===== config.mk =====
export PLATFORM = sky130hd
export DESIGN_NAME = mux4_rr_arbiter
export DESIGN_NICKNAME = d
export VERILOG_FILES = /design/src/rtl/mux4_rr_arbiter.sv
export SDC_FILE = /design/constraint.sdc
export NUM_CORES = 1
export LEC_CHECK = 0
export BUFFER_PORTS_ARGS = -buffer_cell sky130_fd_sc_hd__clkbuf_2
export CAP_MARGIN = 20
export CORE_AREA = 2 2 52 54
export DETAILED_ROUTE_END_ITERATION = 10
export DIE_AREA = 0 0 54 56
export GPL_ROUTABILITY_DRIVEN = 0
export PLACE_DENSITY_LB_ADDON = 0.1
export SLEW_MARGIN = 15
export SYNTH_ARGS = -nofsm -noshare
export SYNTH_HDL_FRONTEND = slang
export SYNTH_SLANG_ARGS = --single-unit

===== constraint.sdc =====
create_clock -name clk -period 5.5 [get_ports clk]
set_input_delay 0.55 -clock clk [delete_from_list [all_inputs] [get_ports clk]]
set_output_delay 0.55 -clock clk [all_outputs]
set_load 0.05 [all_outputs]

===== src/rtl/mux4_rr_arbiter.sv =====
// ---------------------------------------------------------------------------
// mux4_rr_arbiter
//   Round-robin arbiter that owns the select of a shared 32-bit 4:1 mux in
//   front of a single downstream consumer. A winning requester keeps the mux
//   for as long as it asserts lock, up to MAX_BEATS accepted beats. After
//   that it is forced to give the mux up so the others get a turn.
//
// Parameters
//   MAX_BEATS : accepted beats per grant before a forced release (1..255)
//
// Ports
//   clk        in   system clock, rising edge
//   rst_n      in   asynchronous active-low reset
//   req[3:0]   in   requester i presents a valid beat on mux input i
//   lock[3:0]  in   requester i wants to keep ownership after this beat
//   out_ready  in   consumer accepts the beat this cycle
//   choice[1:0] out mux select (encoded owner index), registered
//   gnt[3:0]   out  one-hot owner indication, registered
//   out_valid  out  beat on the mux output is valid
//   ack[3:0]   out  one-hot pulse: beat of requester i accepted this cycle
//   busy       out  arbiter is in the OWN state
// ---------------------------------------------------------------------------
module mux4_rr_arbiter #(
  parameter int unsigned MAX_BEATS = 8
) (
  input  logic       clk,
  input  logic       rst_n,
  input  logic [3:0] req,
  input  logic [3:0] lock,
  input  logic       out_ready,
  output logic [1:0] choice,
  output logic [3:0] gnt,
  output logic       out_valid,
  output logic [3:0] ack,
  output logic       busy
);

  typedef enum logic {
    IDLE = 1'b0,
    OWN  = 1'b1
  } state_t;

  // Index of the final beat a grant may carry before it must let go.
  localparam logic [7:0] LAST_BEAT = 8'(MAX_BEATS - 1);

  state_t     state_q,    state_d;
  logic [1:0] choice_q,   choice_d;
  logic [3:0] gnt_q,      gnt_d;
  logic [1:0] ptr_q,      ptr_d;
  logic [7:0] beat_cnt_q, beat_cnt_d;

  // -------------------------------------------------------------------------
  // Round-robin search: rotate req so that bit 0 is the ptr position. The
  // first set bit of the rotated vector is then the winner's offset from ptr.
  // -------------------------------------------------------------------------
  logic [3:0] req_rot;
  logic [1:0] win_ofs;
  logic [1:0] win_idx;
  logic       any_req;

  generate
    for (genvar gi = 0; gi < 4; gi++) begin : g_rot
      assign req_rot[gi] = req[2'(ptr_q + 2'(gi))];
    end
  endgenerate

  always_comb begin
    win_ofs = 2'd0;
    // Scan from the top down so that the lowest set offset wins.
    for (int k = 3; k >= 0; k--) begin
      if (req_rot[k]) begin
        win_ofs = 2'(k);
      end
    end
  end

  assign any_req = |req;
  assign win_idx = ptr_q + win_ofs;

  // -------------------------------------------------------------------------
  // Owner-side handshake. In OWN, choice_q holds the owner index, so only
  // the owner's req/lock bits matter; the bits of the others are ignored.
  // -------------------------------------------------------------------------
  logic owner_req;
  logic owner_lock;
  logic accept;
  logic last_beat;
  logic release_own;

  assign owner_req  = req[choice_q];
  assign owner_lock = lock[choice_q];
  assign out_valid  = (state_q == OWN) && owner_req;
  assign accept     = out_valid && out_ready;
  assign last_beat  = (beat_cnt_q == LAST_BEAT);

  // Release on withdrawal, on an unlocked beat, or on the final permitted
  // beat. A withdrawal never produces an ack because out_valid is already low.
  assign release_own = !owner_req || (accept && (!owner_lock || last_beat));

  generate
    for (genvar gi = 0; gi < 4; gi++) begin : g_ack
      assign ack[gi] = accept && (choice_q == 2'(gi));
    end
  endgenerate

  assign busy   = (state_q == OWN);
  assign gnt    = gnt_q;
  assign choice = choice_q;

  // -------------------------------------------------------------------------
  // Next-state logic
  // -------------------------------------------------------------------------
  always_comb begin
    state_d    = state_q;
    choice_d   = choice_q;
    gnt_d      = gnt_q;
    ptr_d      = ptr_q;
    beat_cnt_d = beat_cnt_q;

    case (state_q)
      IDLE: begin
        // choice is not touched here, so the mux select stays quiet while
        // nobody is granted.
        gnt_d = 4'b0000;
        if (any_req) begin
          state_d    = OWN;
          choice_d   = win_idx;
          gnt_d      = 4'b0001 << win_idx;
          beat_cnt_d = 8'd0;
        end
      end

      OWN: begin
        if (release_own) begin
          // The releasing beat is not counted; the next search starts just
          // past the old owner so it drops to lowest priority.
          state_d = IDLE;
          gnt_d   = 4'b0000;
          ptr_d   = choice_q + 2'd1;
        end else if (accept) begin
          beat_cnt_d = beat_cnt_q + 8'd1;
        end
      end

      default: begin
        state_d = IDLE;
        gnt_d   = 4'b0000;
      end
    endcase
  end

  // -------------------------------------------------------------------------
  // State registers
  // -------------------------------------------------------------------------
  always_ff @(posedge clk or negedge rst_n) begin
    if (!rst_n) begin
      state_q    <= IDLE;
      choice_q   <= 2'd0;
      gnt_q      <= 4'b0000;
      ptr_q      <= 2'd0;
      beat_cnt_q <= 8'd0;
    end else begin
      state_q    <= state_d;
      choice_q   <= choice_d;
      gnt_q      <= gnt_d;
      ptr_q      <= ptr_d;
      beat_cnt_q <= beat_cnt_d;
    end
  end

endmodule

==> key figures <==
Status
  • Run status: complete, no violations

GRT
  • Initial antenna violation count: 0
  • Total global routing overflow: 0
  • First-pass GRT wire length: 4250 µm
  • GR Util All Layers: between 10% and 20%
  • Pin count of the biggest net entering global routing: 18
  • Number of global-route vias before repair: 906

Floorplanning
  • Top Ports: 23
  • Die Width: 54 µm
  • Die area: ~3000 µm²
  • Core Area: approximately 2400 µm²
  • Initial core utilization: between 40% and 50%
  • Die Y: between 50 and 60 µm
  • # rows: 18

Worst setup path
  • RR Startpoint: beat_cnt_q[0]
  • Delay-heaviest family, CP: flip-flops
  • Arr. time, crit path: 2.16 ns
  • CP cell instances: mux4_2 > and2_4 > and3_2 > clkbuf_2
  • Reg2reg path depth: 6
  • Critical Path RT: 4.95 ns
  • Worst R2R End: beat_cnt_q[7]
  • CP Launch Type: flop
  • WS Path Type: flop to output pin
  • Worst-path fanout max: 10
  • CP max-delay cell: dfrtp_1
  • CP endpoint kind: output pin
  • CP peak stage delay: slightly above 0.6 ns
  • Reg-to-reg slack, setup: approximately 3.4 ns
  • Buf/Inv on CP: 1

Finish
  • Layout area overhead: 12.5%
  • Share of cells above drive strength 1: between 20 and 30%
  • N_diodes: 0
  • Nets: between 150 and 200

Clock tree
  • Clk sinks: 17
  • Postcts setup bufs: 0
  • Inserted Clock Buffers: 3
  • Post-cts resize count: 0
  • CTS tree: built
  • Largest buffer count on any clock path: 2
  • Clk pin slew, worst setup/hold paths: roughly 0.11 ns
  • Number of hold buffers added after CTS: 0
  • Clk Latency, worst-skew pair: 0.29 ns
  • CTS Root Cell: clkbuf_4
  • H-Tree Depth: 1

STA
  • Fin. Hold Viols: 0
  • Crit share post-route: between 40% and 50%
  • Pins Over Slew Limit: 0
  • Slew headroom: between 50% and 60%
  • Setup Viol. Count Final: 0
  • Final worst slack: roughly 2.8 ns
  • Least-Margin Pin Slew: 0.710 ns
  • Final setup TNS: 0 ns
  • Worst Hold Slack: ~0.18 ns
  • F_max: around 370 MHz
  • RSZ-0062 raised after global routing: false
  • Post-route minimum period: about 2.7 ns
  • Clk_skew: about 0.0010 ns

Drt
  • DRC viols: 0
  • DRT iter0 DRCs: 20
  • Via-to-Cell Ratio: 5.84
  • Routed Antenna Nets: 0
  • Via count: just over 1k
  • DR pass1 iterations: 4
  • Drt total wl: between 2000 and 3000 µm
  • Wirelength per Cell: approximately 15 µm

Yosys
  • Main combinational cell family by area after synthesis: simple AND/OR/NAND/NOR gates
  • Post-Syn Nets: ~140
  • Sequential area share after synthesis: a little over a third
  • Syn_area_per_cell: slightly below 10 µm²
  • Most common flop cell mapped by yosys: dfrtp_1
  • Synth cell types: 41
  • #FFs+latches synth: 17
  • Synth area leaders: dfrtp_1 36%, ha_1 6.4%, mux2i_1 5.1%
  • Cells after synthesis: 120
  • Synth Area in Simple Gates: around 23%
  • Post-synth top area share: between 30 and 40%
  • EDFF count, synth: 0
  • Post-Syn Area: around 1200 µm²
  • Count leader, synth: dfrtp_1
  • Synth Warn #: 0
  • Post-synthesis cell type with the largest combined area: dfrtp_1
  • Commonest cells post-synth: 17 x dfrtp_1, 15 x nand2_1, 9 x nand3_1
  • Area share of xor/xnor cells in the synthesized design: 0.747%
  • Post-synthesis compound-gate area fraction: approximately a fifth
  • Synth Area in Adders: about 7.4%
  • Ys async rst share: 100%
  • Mux share of post-synthesis cell area: roughly 9.0%

Pwr
  • VDD IR-drop max: 0.305 mV
  • Leak: about 0.63 nW
  • PwrDens: roughly 530 nW/µm²
  • Final Power: 0.000694 W

Job
  • MaxCap Viol Count: 0

Placement
  • Worst slack, placed: about 3.1 ns
  • PortBufs: 22
  • Dpl hpwl: between 1500 and 2000 µm

Worst hold path
  • HP Class: input pin to async pin
==> metrics by stage <==
step	cell area, µm²	instances	util, %
2_1_floorplan	1170	120	-
6_report	1320	173	54.2
4_1_cts	1320	173	54.2
3_3_place_gp	1290	169	53.0
5_1_grt	1320	173	54.2
3_5_place_dp	1290	169	53.0
==> logic make-up after synthesis <==
| logic type | Yosys count |
|---|---|
| AO/OA/AOI/OAI | 29 |
| buffers and inverters | 10 |
| multiplexers | 9 |
| AND/OR/NAND/NOR | 47 |
| XOR/XNOR | 1 |
| flip-flops | 17 |
| adder cells (fa/ha/maj) | 7 |
==> layout make-up <==
type                    instances  area, µm²
fillers                       231       1110
multi-input cells              93        689
flip-flops and latches         17        425
repair buffers                 22        110
well taps                      30       37.5
inverters                       7       26.3
clock buffers                   3       22.5
clock inverters                 1       7.51
==> power by group <==
part           internal, W  switching, W  leakage, nW
Clock            0.0000277     0.0000429       0.0139
Sequential        0.000159     0.0000587        0.222
Combinational     0.000140      0.000266        0.389
==> flip-flops by register name, indices dropped and copies added (netlist names) <==
name / flops
beat_cnt_q: 8
busy: 1
choice: 2
gnt: 4
ptr_q: 2
==> worst max-delay path by stage <==
stage | startpoint | to | slack, ns | depth (start not counted)
2_1_floorplan | choice[0] | ack[0] | 2.98 | 5
3_3_place_gp | req[0] | ack[1] | 3.13 | 5
3_5_place_dp | req[0] | ack[0] | 3.10 | 5
4_1_cts | choice[0] | ack[0] | 2.76 | 4
5_1_grt | choice[0] | ack[0] | 2.69 | 4
6_report | choice[0] | ack[0] | 2.79 | 4
==> cell usage in the layout, fill, tap and decap left out, types with 2 or more instances in the layout <==
cell type	n
clkbuf_2	22
dfrtp_1	17
nand2_1	15
nand3_1	9
inv_1	7
a21oi_1	6
mux2i_1	6
ha_1	6
o21ai_0	5
nor2_1	5
and3_2	4
o31ai_1	4
o221ai_1	3
clkbuf_4	3
nor3_1	2
and3_1	2
or4_1	2
mux2_2	2
==> routing by layer <==
metal	vias up	part of all wire, %	GRT usage (%)	wire (µm)
li1	497	-	-	-
met1	478	47	25.7	1210
met2	33	46	29.3	1180
met3	2	6.4	5.38	165
met4	0	0.58	2.50	15
met5	-	0	0	0
Power figures use the tool's default switching activity.
